File: config.mk
export PLATFORM = sky130hd
export DESIGN_NAME = sr_flag_bank
export DESIGN_NICKNAME = d
export VERILOG_FILES = /design/src/rtl/sr_flag_bank.sv
export SDC_FILE = /design/constraint.sdc
export NUM_CORES = 1
export LEC_CHECK = 0
export BUFFER_PORTS_ARGS = -buffer_cell sky130_fd_sc_hd__buf_2
export CORE_MARGIN = 3
export CORE_UTILIZATION = 53
export DETAILED_ROUTE_END_ITERATION = 7
export GPL_TIMING_DRIVEN = 0
export PLACE_DENSITY = 0.84
export SETUP_SLACK_MARGIN = 0.3
export SYNTH_ARGS = -nofsm -noshare
export SYNTH_HDL_FRONTEND = slang
export SYNTH_SLANG_ARGS = --single-unit
File: constraint.sdc
create_clock -name i_clk -period 3.98 [get_ports i_clk]
set_clock_uncertainty 0.15 [all_clocks]
set_input_delay 0.398 -clock i_clk [delete_from_list [all_inputs] [get_ports i_clk]]
set_output_delay 0.398 -clock i_clk [all_outputs]
set_load 0.05 [all_outputs]
File: src/rtl/sr_flag_bank.sv
// sr_flag_bank
// Bank of CHANNELS independent clocked set/reset flags. This is the clocked
// successor to a single SR latch, used as a sticky status/interrupt register.
// Each channel also provides a one-cycle rising-edge pulse and a saturating
// count of its 0->1 transitions.
//
// Ports
//   i_clk      rising-edge clock
//   i_rst      synchronous active-high reset
//   i_s        per-channel set request (polarity chosen by ACTIVE_LOW)
//   i_r        per-channel reset request (polarity chosen by ACTIVE_LOW)
//   i_cnt_clr  active-high per-channel counter clear
//   o_q        registered flag state
//   o_rise     one-cycle pulse, high in the first cycle that q[i] reads 1
//   o_any_q    OR-reduction of the flag register
//   o_cnt      per-channel set-event counters, channel i at [i*CNT_W +: CNT_W]
//
// Parameters
//   CHANNELS       number of flags (1..32)
//   ACTIVE_LOW     1: s/r asserted when 0, 0: asserted when 1
//   CONFLICT_MODE  s and r both asserted: 0 hold, 1 set, 2 reset, 3 toggle,
//                  any other value behaves as hold
//   CNT_W          width of each saturating counter
//   RESET_VAL      flag value loaded on reset
module sr_flag_bank #(
  parameter int                    CHANNELS      = 8,
  parameter int                    ACTIVE_LOW    = 1,
  parameter int                    CONFLICT_MODE = 1,
  parameter int                    CNT_W         = 4,
  parameter logic [CHANNELS-1:0]   RESET_VAL     = '0
) (
  input  logic                      i_clk,
  input  logic                      i_rst,
  input  logic [CHANNELS-1:0]       i_s,
  input  logic [CHANNELS-1:0]       i_r,
  input  logic [CHANNELS-1:0]       i_cnt_clr,
  output logic [CHANNELS-1:0]       o_q,
  output logic [CHANNELS-1:0]       o_rise,
  output logic                      o_any_q,
  output logic [CHANNELS*CNT_W-1:0] o_cnt
);

  localparam logic [CNT_W-1:0] CNT_ONE = CNT_W'(1);
  localparam logic [CNT_W-1:0] CNT_MAX = '1;

  logic [CHANNELS-1:0]       r_q;
  logic [CHANNELS-1:0]       r_rise;
  logic [CHANNELS*CNT_W-1:0] r_cnt;

  logic [CHANNELS-1:0]       w_set;
  logic [CHANNELS-1:0]       w_clr;
  logic [CHANNELS-1:0]       w_q_next;
  logic [CHANNELS-1:0]       w_rise_next;
  logic [CHANNELS*CNT_W-1:0] w_cnt_next;
  logic [CNT_W-1:0]          w_cnt_cur;

  // Normalise request polarity so the rest of the logic sees active-high
  // set/clear regardless of the source convention.
  always_comb begin
    w_set = '0;
    w_clr = '0;
    if (ACTIVE_LOW != 0) begin
      w_set = ~i_s;
      w_clr = ~i_r;
    end else begin
      w_set = i_s;
      w_clr = i_r;
    end
  end

  // Next flag state per channel. A simultaneous set and clear is resolved
  // by CONFLICT_MODE; out-of-range modes fall back to holding the flag.
  always_comb begin
    w_q_next = r_q;
    for (int i = 0; i < CHANNELS; i++) begin
      case ({w_set[i], w_clr[i]})
        2'b10:   w_q_next[i] = 1'b1;
        2'b01:   w_q_next[i] = 1'b0;
        2'b11: begin
          case (CONFLICT_MODE)
            1:       w_q_next[i] = 1'b1;
            2:       w_q_next[i] = 1'b0;
            3:       w_q_next[i] = ~r_q[i];
            default: w_q_next[i] = r_q[i];
          endcase
        end
        default: w_q_next[i] = r_q[i];
      endcase
    end
    w_rise_next = ~r_q & w_q_next;
  end

  // Counter update: a clear wins over a same-edge increment, so that event
  // is deliberately dropped. Increments stop at all-ones instead of wrapping.
  always_comb begin
    w_cnt_next = r_cnt;
    w_cnt_cur  = '0;
    for (int i = 0; i < CHANNELS; i++) begin
      w_cnt_cur = r_cnt[i*CNT_W +: CNT_W];
      if (i_cnt_clr[i]) begin
        w_cnt_next[i*CNT_W +: CNT_W] = '0;
      end else if (w_rise_next[i] && (w_cnt_cur != CNT_MAX)) begin
        w_cnt_next[i*CNT_W +: CNT_W] = w_cnt_cur + CNT_ONE;
      end
    end
  end

  // State registers. Reset overrides every request, including counter clears.
  always_ff @(posedge i_clk) begin
    if (i_rst) begin
      r_q    <= RESET_VAL;
      r_rise <= '0;
      r_cnt  <= '0;
    end else begin
      r_q    <= w_q_next;
      r_rise <= w_rise_next;
      r_cnt  <= w_cnt_next;
    end
  end

  assign o_q     = r_q;
  assign o_rise  = r_rise;
  assign o_cnt   = r_cnt;
  // Derived only from the register so it never glitches with s/r activity.
  assign o_any_q = |r_q;

endmodule

==> results.yml, run 1 <==
critical_path:
  r2r_setup_slack_ns: 2.37
  startpoint_type: "register"
  r2r-end: "o_cnt[17]"
  required_ns: 3.43
  crit_type: "register to output pin"
  crit_fanout: 6
  arrival_ns: 1.32
  r2r_cells: 4
  cp-endpoint: "o_any_q"
  end_kind: "output pin"
  r2r-start: "o_cnt[16]"
detailed_routing:
  vias_per_cell: 5.682
  via_count: 1824
  antenna_left: 0
  firstDrtPassIters: 4
  drc_errors: 0
  first_iter_violations: 120
  wl_per_cell_um: 14.44
  postRouteWirelength_mm: 4.636
clock_tree:
  clk_path_buf_depth: 2
  holdBufCountCts: 0
  clk_latency_ns: 0.29
  htree_levels: 2
  path_clk_slew_ns: 0.08
  cts_buffers: 5
  clockRootBuffer: "clkbuf_8"
  cts_setup_buffers: 0
  post_cts_resized: 0
  cts_tree: "done"
  cts.sinks: 48
power_and_ir_drop:
  power_leakage_nw: 1.134
  p_per_area_nw_per_um2: 363.2
  peakVddDrop_uv: 179.4
logic_synthesis:
  syn_area_um2: 2108
  yosysTopAreaCell: "dfxtp_1"
  yosysTopAreaCellShare_pct: 45.58
  synth_top_cells_by_count: "48 x dfxtp_1, 19 x a21oi_1, 16 x nor4_1"
  yosysUniqueCellTypes: 22
  synth_edf_count: 0
  synthTopCellsByArea: "dfxtp_1 46%, nor3_2 6.6%, a311oi_2 5.0%"
  seq_area_frac_synth_pct: 45.58
  yosysWarnings: 0
  synth-async-reset-ratio_pct: 0
  synth_fp_nets: 226
  post_synth.cell_area_avg_um2: 10.98
  yosysMostFrequentCell: "dfxtp_1"
  synth-main-ff-cell: "dfxtp_1"
  ys_ff_latch: 48
  synthCells: 192
floorplan:
  rows: 22
  dieArea_um2: 4771
  die_width_um: 69.07
  core-area_um2: 3744
  initial_core_util_pct: 56.32
  die_y_um: 69.07
  pin_count: 75
cells_and_area:
  layout.area.seq_um2: 960.9
  drive_gt1_share_pct: 42.12
  n_antenna_cell: 0
  nFillCells: 319
  areaGrowthSynthToFinish_pct: 24.45
  nets: 306
  utilization_pct: 70.09
  multi_input_comb_area_um2: 1124
grt:
  grt_antenna_before_repair: 0
  top_usage_layer: "met2"
  gr-usage-met1_pct: 26.19
  grt_pass1_wl_mm: 7.948
  gr-usage-met3_pct: 5.831
  grt_overflow: 0
  track_usage_pct: 20.13
  grt_max_degree: 14
  grt_pass1_vias: 1762
  grt_util_met2_pct: 32.20
sta:
  hold_viol: 0
  maxSlewViolCount: 0
  rsz0062_at_grt: "no"
  setup_tns_ns: 0
  min_period_over_period_pct: 46.81
  fin_crit_ns: 1.863
  worst_pin_slew_ns: 0.5318
  slew_headroom_pct: 64.55
  setup_viol: 0
  max_freq_ghz: 0.5367
placed_design:
  place_congestion: 0.8536
  dp_hpwl_mm: 3.535
  io_buffer_count: 73
run:
  maxCapViolCount: 0
min_path:
  hold_path_class: "input pin to register"
run_status:
  outcome: "complete, no violations"
## cells in the final DEF (no fill, tap or decap), types with 9 or more instances in the layout
cell type	n
nand2_1	9
nor3_1	9
dfxtp_1	48
a21oi_1	19
buf_2	77
nor4_1	16
nor3_2	14
and4b_1	10
## metal layers
layer / vias up / part of all wire [%]
li1: 921 / -
met1: 848 / 46
met2: 51 / 46
met3: 4 / 6.5
met4: 0 / 0.73
met5: - / 0
## power breakdown
group	leakage, nW	internal [mW]	switching [mW]	total (mW)
Clock	0.0455	0.142	0.150	0.292
Combinational	0.696	0.0445	0.103	0.148
Sequential	0.392	0.495	0.0185	0.513
## metrics by stage
stage | area [µm²] | hold slack, ns | setup WS, ns | cells | power, mW
after floorplan | 2108 | 0.3169 | 2.207 | 192 | 0.6236
after CTS | 2624 | 0.1571 | 2.100 | 321 | 0.9617
after detailed placement | 2534 | 0.4002 | 2.377 | 313 | 0.6728
after global routing | 2624 | 0.1621 | 2.066 | 321 | 0.9907
final | 2624 | 0.1690 | 2.117 | 321 | 0.9529
after global placement | 2534 | 0.3792 | 2.420 | 313 | 0.6708
## worst max-delay path, stage by stage (launching register included)
cell and delay (ns):
dfxtp_1 0.38, nor4_1 0.31, nand2_1 0.11, buf_2 0.22
## area by class of cell
class / instances / share of cell area, %
clock buffer: 8 / 3.433
tap: 48 / 2.289
buffer: 5 / 0.9061
timing repair buffer: 73 / 13.92
sequential: 48 / 36.62
multi-input combinational: 139 / 42.82
## logic make-up (layout without fill, tap and decap cells)
group	after synthesis	in the layout	synth area share, %
xor gates and xnor gates	8	8	3.324
buffers and inverters	5	86	1.127
and+or+nand+nor	77	77	24.63
DFF	48	48	45.58
AOI/OAI and AO/OA	38	38	16.80
muxes	8	8	3.798
adders and majority gates	8	8	4.748
## worst min-delay path by stage
stage	startpoint	endpoint	slack, ns	cells past startpoint
2_1_floorplan	i_cnt_clr[0]	o_cnt[3]	0.32	1
3_3_place_gp	o_cnt[9]	o_cnt[9]	0.38	2
3_5_place_dp	o_cnt[23]	o_cnt[23]	0.40	1
4_1_cts	i_s[6]	o_rise[6]	0.16	2
5_1_grt	i_s[6]	o_rise[6]	0.16	2
6_report	i_s[7]	o_rise[7]	0.17	2
No activity file was read; power rests on OpenSTA's default activity.
==> run 2, diff against run 1 <==
--- a/config.mk
+++ b/config.mk
@@ -5,12 +5,13 @@
 export SDC_FILE = /design/constraint.sdc
 export NUM_CORES = 1
 export LEC_CHECK = 0
+export ABC_AREA = 1
 export BUFFER_PORTS_ARGS = -buffer_cell sky130_fd_sc_hd__buf_2
 export CORE_MARGIN = 3
-export CORE_UTILIZATION = 53
+export CORE_UTILIZATION = 44
 export DETAILED_ROUTE_END_ITERATION = 7
 export GPL_TIMING_DRIVEN = 0
-export PLACE_DENSITY = 0.84
+export PLACE_DENSITY = 0.75
 export SETUP_SLACK_MARGIN = 0.3
 export SYNTH_ARGS = -nofsm -noshare
 export SYNTH_HDL_FRONTEND = slang
==> constraint.sdc (replaced) <==
create_clock -name i_clk -period 1.6 [get_ports i_clk]
set_clock_uncertainty 0.15 [all_clocks]
set_input_delay 0.16 -clock i_clk [delete_from_list [all_inputs] [get_ports i_clk]]
set_output_delay 0.16 -clock i_clk [all_outputs]
set_load 0.05 [all_outputs]
==> results.yml, run 2 <==
run_status:
  outcome: "complete, no violations"
critical_path:
  required_ns: 1.29
  crit_type: "register to output pin"
  r2r-start: "o_cnt[24]"
  startpoint_type: "register"
  r2r_cells: 7
  r2r-end: "o_cnt[24]"
  crit_fanout: 2
  arrival_ns: 1.20
  end_kind: "output pin"
  r2r_setup_slack_ns: 0.36
grt:
  grt_pass1_vias: 1987
  grt_max_degree: 15
  track_usage_pct: 19.41
  grt_overflow: 0
  grt_pass1_wl_mm: 8.535
  grt_antenna_before_repair: 0
logic_synthesis:
  syn_area_um2: 2136
  yosysUniqueCellTypes: 18
  synth_fp_nets: 335
  synthTopCellsByArea: "dfxtp_1 45%, nand2_1 14%, nor2_1 12%"
  yosysWarnings: 0
  seq_area_frac_synth_pct: 44.99
  synth_edf_count: 0
  synthCells: 301
  synth-main-ff-cell: "dfxtp_1"
  yosysTopAreaCellShare_pct: 44.99
  yosysMostFrequentCell: "nand2_1"
  ys_ff_latch: 48
  yosysTopAreaCell: "dfxtp_1"
  synth_top_cells_by_count: "79 x nand2_1, 69 x nor2_1, 48 x dfxtp_1"
  synth-async-reset-ratio_pct: 0
  post_synth.cell_area_avg_um2: 7.096
cells_and_area:
  nFillCells: 365
  nets: 446
  layout.area.seq_um2: 1064
  areaGrowthSynthToFinish_pct: 51.03
  n_antenna_cell: 0
  drive_gt1_share_pct: 40.92
  multi_input_comb_area_um2: 1170
  mostFrequentLayoutCell: "nand2_1"
  final_cell_mix: "72 x nand2_1, 68 x nor2_1, 65 x buf_2, 24 x dlygate4sd3_1, 21 x dfxtp_4"
floorplan:
  dieArea_um2: 5726
  die_width_um: 75.67
  rows: 24
  initial_core_util_pct: 47.42
  pin_count: 75
  die_y_um: 75.67
  core-area_um2: 4504
min_path:
  hold_path_class: "input pin to register"
  min_from: "i_rst"
  min_path_cells: 4
  min_to: "o_cnt[14]"
sta:
  min_period_over_period_pct: 94.43
  hold_viol: 0
  setup_viol: 0
  fin_crit_ns: 1.511
  max_freq_ghz: 0.6619
  setup_tns_ns: 0
  worst_pin_slew_ns: 0.2592
  maxSlewViolCount: 0
  slew_headroom_pct: 82.66
  rsz0062_at_grt: "yes"
detailed_routing:
  antenna_left: 0
  wl_per_cell_um: 12.04
  vias_per_cell: 4.931
  first_iter_violations: 60
  drc_errors: 0
  firstDrtPassIters: 4
  postRouteWirelength_mm: 5.600
  via_count: 2293
clock_tree:
  cts_buffers: 5
  clk_latency_ns: 0.30
  cts_tree: "done"
  path_clk_slew_ns: 0.09
  cts.sinks: 48
  clk_path_buf_depth: 2
  htree_levels: 2
  clockRootBuffer: "clkbuf_8"
placed_design:
  dp_hpwl_mm: 3.771
  place_congestion: 0.8260
  io_buffer_count: 74
power_and_ir_drop:
  power_leakage_nw: 1.496
  p_per_area_nw_per_um2: 794.3
  peakVddDrop_uv: 483.4
  total_power_mw: 2.562
run:
  maxCapViolCount: 0
[run 2: cell count changes after synthesis, sizes merged, moves of 9 or more]
cell | previous run | this run
nand3 | 5 | 16
a311oi | 9 | 0
and4b | 10 | 0
nor2 | 10 | 80
nand2 | 9 | 81
nor3 | 23 | 8
nor4 | 16 | 2
inv | 0 | 24
[run 2: layer usage]
layer | track usage [%] | routed length [µm] | up-vias
met5 | 0 | 0 | -
met4 | 7.767 | 138 | 0
met3 | 4.617 | 296 | 18
met2 | 32.89 | 2774 | 66
met1 | 23.68 | 2391 | 1024
li1 | - | - | 1185
[run 2: cell type report]
type / count / share of cell area, %
plain buffers: 2 / 0.6982
clock buffers: 7 / 3.026
clock inverters: 1 / 0.1552
inverters: 24 / 2.793
multi-input cells: 227 / 36.27
flip-flops and latches: 48 / 32.97
well taps: 52 / 2.017
repair buffers: 104 / 22.07
[run 2: power by group]
part,internal [mW],total (mW),switching [mW]
sequential,1.22,1.27,0.0540
combinational,0.185,0.495,0.310
clock,0.401,0.793,0.392
total,1.81,2.56,0.756
[run 2: worst max-delay path by stage]
stage                         start  cells after the start        end
final                      register                      3    o_any_q
after global routing       register                      3    o_any_q
after CTS                  register                      3    o_any_q
after detailed placement   o_cnt[8]                      7   o_cnt[8]
after global placement     register                      3    o_any_q
after floorplan           o_cnt[20]                      6  o_cnt[21]
[run 2: critical path, cell delays in order, from the launching register on]
cell	delay (ns)
dfxtp_4	0.36
nor4_4	0.29
nand2_2	0.08
buf_6	0.16
[run 2: repair_timing]
item / 4_1_cts / 5_1_grt
buffers inserted: 3 / 3
setup endpoints to repair: 3 / 29
hold buffers: 24 / 0
pin swaps: 2 / 0
endpoints found under the hold margin: 48 / 0
resized for setup: 10 / 45
[run 2: logic make-up after synthesis]
kind of cell / after synthesis / synth area share, %
AOI/OAI and AO/OA: 24 / 5.976
and+or+nand+nor: 195 / 39.07
DFF: 48 / 44.99
adders and majority gates: 8 / 4.687
buffers and inverters: 26 / 5.273
[run 2: through the flow]
stage                     instances  setup WS, ns  util, %  instance area (µm²)  hold WS (ns)
final                           465       0.08918    71.61                 3226        0.1262
after floorplan                 301        0.3300        -                 2241       0.08679
after global placement          427        0.3253    59.42                 2676        0.2168
after CTS                       462       0.07755    68.39                 3080        0.1223
after global routing            465       0.02616    71.61                 3226        0.1569
after detailed placement        427        0.3139    59.42                 2676        0.2178
==> run 3, diff against run 2 <==
--- a/config.mk
+++ b/config.mk
@@ -12,7 +12,6 @@
 export DETAILED_ROUTE_END_ITERATION = 7
 export GPL_TIMING_DRIVEN = 0
 export PLACE_DENSITY = 0.75
-export SETUP_SLACK_MARGIN = 0.3
 export SYNTH_ARGS = -nofsm -noshare
 export SYNTH_HDL_FRONTEND = slang
 export SYNTH_SLANG_ARGS = --single-unit
==> results.yml, run 3 (synthesis gave the netlist of run 2 again) <==
clock_tree:
  htree_levels: 2
  cts_setup_buffers: 0
  clockRootBuffer: "clkbuf_8"
  cts.sinks: 48
  path_clk_slew_ns: 0.08
  cts_buffers: 5
  clk_path_buf_depth: 2
  cts_tree: "done"
  clk_latency_ns: 0.29
sta:
  maxSlewViolCount: 0
  setup_viol: 0
  rsz0062_at_grt: "yes"
  min_period_over_period_pct: 94.36
  slew_headroom_pct: 80.39
  fin_crit_ns: 1.510
  worst_pin_slew_ns: 0.2931
  hold_viol: 0
  setup_tns_ns: 0
  hold_ws_ns: 0.1254
  max_freq_ghz: 0.6624
critical_path:
  arrival_ns: 1.20
  r2r_cells: 7
  crit_type: "register to output pin"
  required_ns: 1.29
  r2r_setup_slack_ns: 0.26
  end_kind: "output pin"
  crit_fanout: 5
  startpoint_type: "register"
grt:
  grt_antenna_before_repair: 0
  grt_pass1_wl_mm: 7.907
  grt_max_degree: 14
  grt_pass1_vias: 1908
  grt_overflow: 0
  track_usage_pct: 17.94
detailed_routing:
  first_iter_violations: 48
  antenna_left: 0
  wl_per_cell_um: 11.20
  via_count: 2249
  postRouteWirelength_mm: 5.140
  vias_per_cell: 4.900
  firstDrtPassIters: 4
  drc_errors: 0
  top_layer_used: "met4"
  wl_met1_mm: 2.309
  wl_met3_um: 315
  route.met2.wl_mm: 2.428
placed_design:
  io_buffer_count: 74
  place_congestion: 0.8307
  dp_hpwl_mm: 3.610
power_and_ir_drop:
  p_per_area_nw_per_um2: 833.5
  power_leakage_nw: 1.444
  peakVddDrop_uv: 535.9
cells_and_area:
  drive_gt1_share_pct: 26.29
  n_antenna_cell: 0
  mostFrequentLayoutCell: "nand2_1"
  nets: 440
  utilization_pct: 65.25
  areaGrowthSynthToFinish_pct: 37.61
  final_cell_mix: "79 x nand2_1, 73 x buf_2, 69 x nor2_1, 42 x dfxtp_1, 24 x dlygate4sd3_1"
floorplan:
  die_width_um: 75.67
  rows: 24
  initial_core_util_pct: 47.42
  dieArea_um2: 5726
  die_y_um: 75.67
  core-area_um2: 4504
  pin_count: 75
run:
  maxCapViolCount: 0
run_status:
  outcome: "complete, no violations"
min_path:
  hold_path_class: "input pin to register"
  min_path_cells: 4
[run 3: cell type report]
| type | count | area [µm²] |
|---|---|---|
| buffer | 2 | 22.52 |
| clock buffer | 8 | 90.09 |
| fill | 377 | 1565 |
| inverter | 24 | 90.09 |
| multi-input combinational | 227 | 1084 |
| sequential | 48 | 970.9 |
| tap | 52 | 65.06 |
| timing repair buffer | 98 | 616.8 |
[run 3: power breakdown]
| part | switching, mW | internal [mW] |
|---|---|---|
| logic | 0.288 | 0.149 |
| registers | 0.0524 | 1.24 |
| clock network | 0.371 | 0.353 |
| total | 0.711 | 1.74 |
[run 3: worst max-delay path, cell delays in order, from the launching register on]
cell and delay (ns):
dfxtp_2 0.37, nor4_4 0.27, nand2_1 0.10, buf_6 0.17
[run 3: metal layers]
layer	track usage, %	up-vias
met5	0	-
met4	7.573	0
met3	5.277	10
met2	31.26	68
met1	20.36	997
li1	-	1174
[run 3: stage by stage]
stage / total power [mW] / cells / area [µm²] / worst slack, ns
2_1_floorplan: 1.578 / 301 / 2136 / 0.0001562
3_3_place_gp: 1.691 / 427 / 2571 / 0.2584
3_5_place_dp: 1.696 / 427 / 2571 / 0.2699
4_1_cts: 2.476 / 459 / 2912 / 0.004928
5_1_grt: 2.562 / 459 / 2939 / -0.0008533
6_report: 2.450 / 459 / 2939 / 0.09023
[run 3: path summary, 6_finish.rpt]
kind	startpoint	endpoint
worst min-delay path	i_rst	o_cnt[15]
worst min register to register	register	o_rise[3]
worst max-delay path	register	o_any_q
worst max register to register	o_cnt[8]	o_cnt[8]
[run 3: what timing repair did]
item | 4_1_cts | 5_1_grt
hold endpoints to repair | 43 | 0
hold buffers | 24 | 0
endpoints found under the setup margin | 1 | 1
resized for setup | 3 | 9
pin swaps | 1 | 3
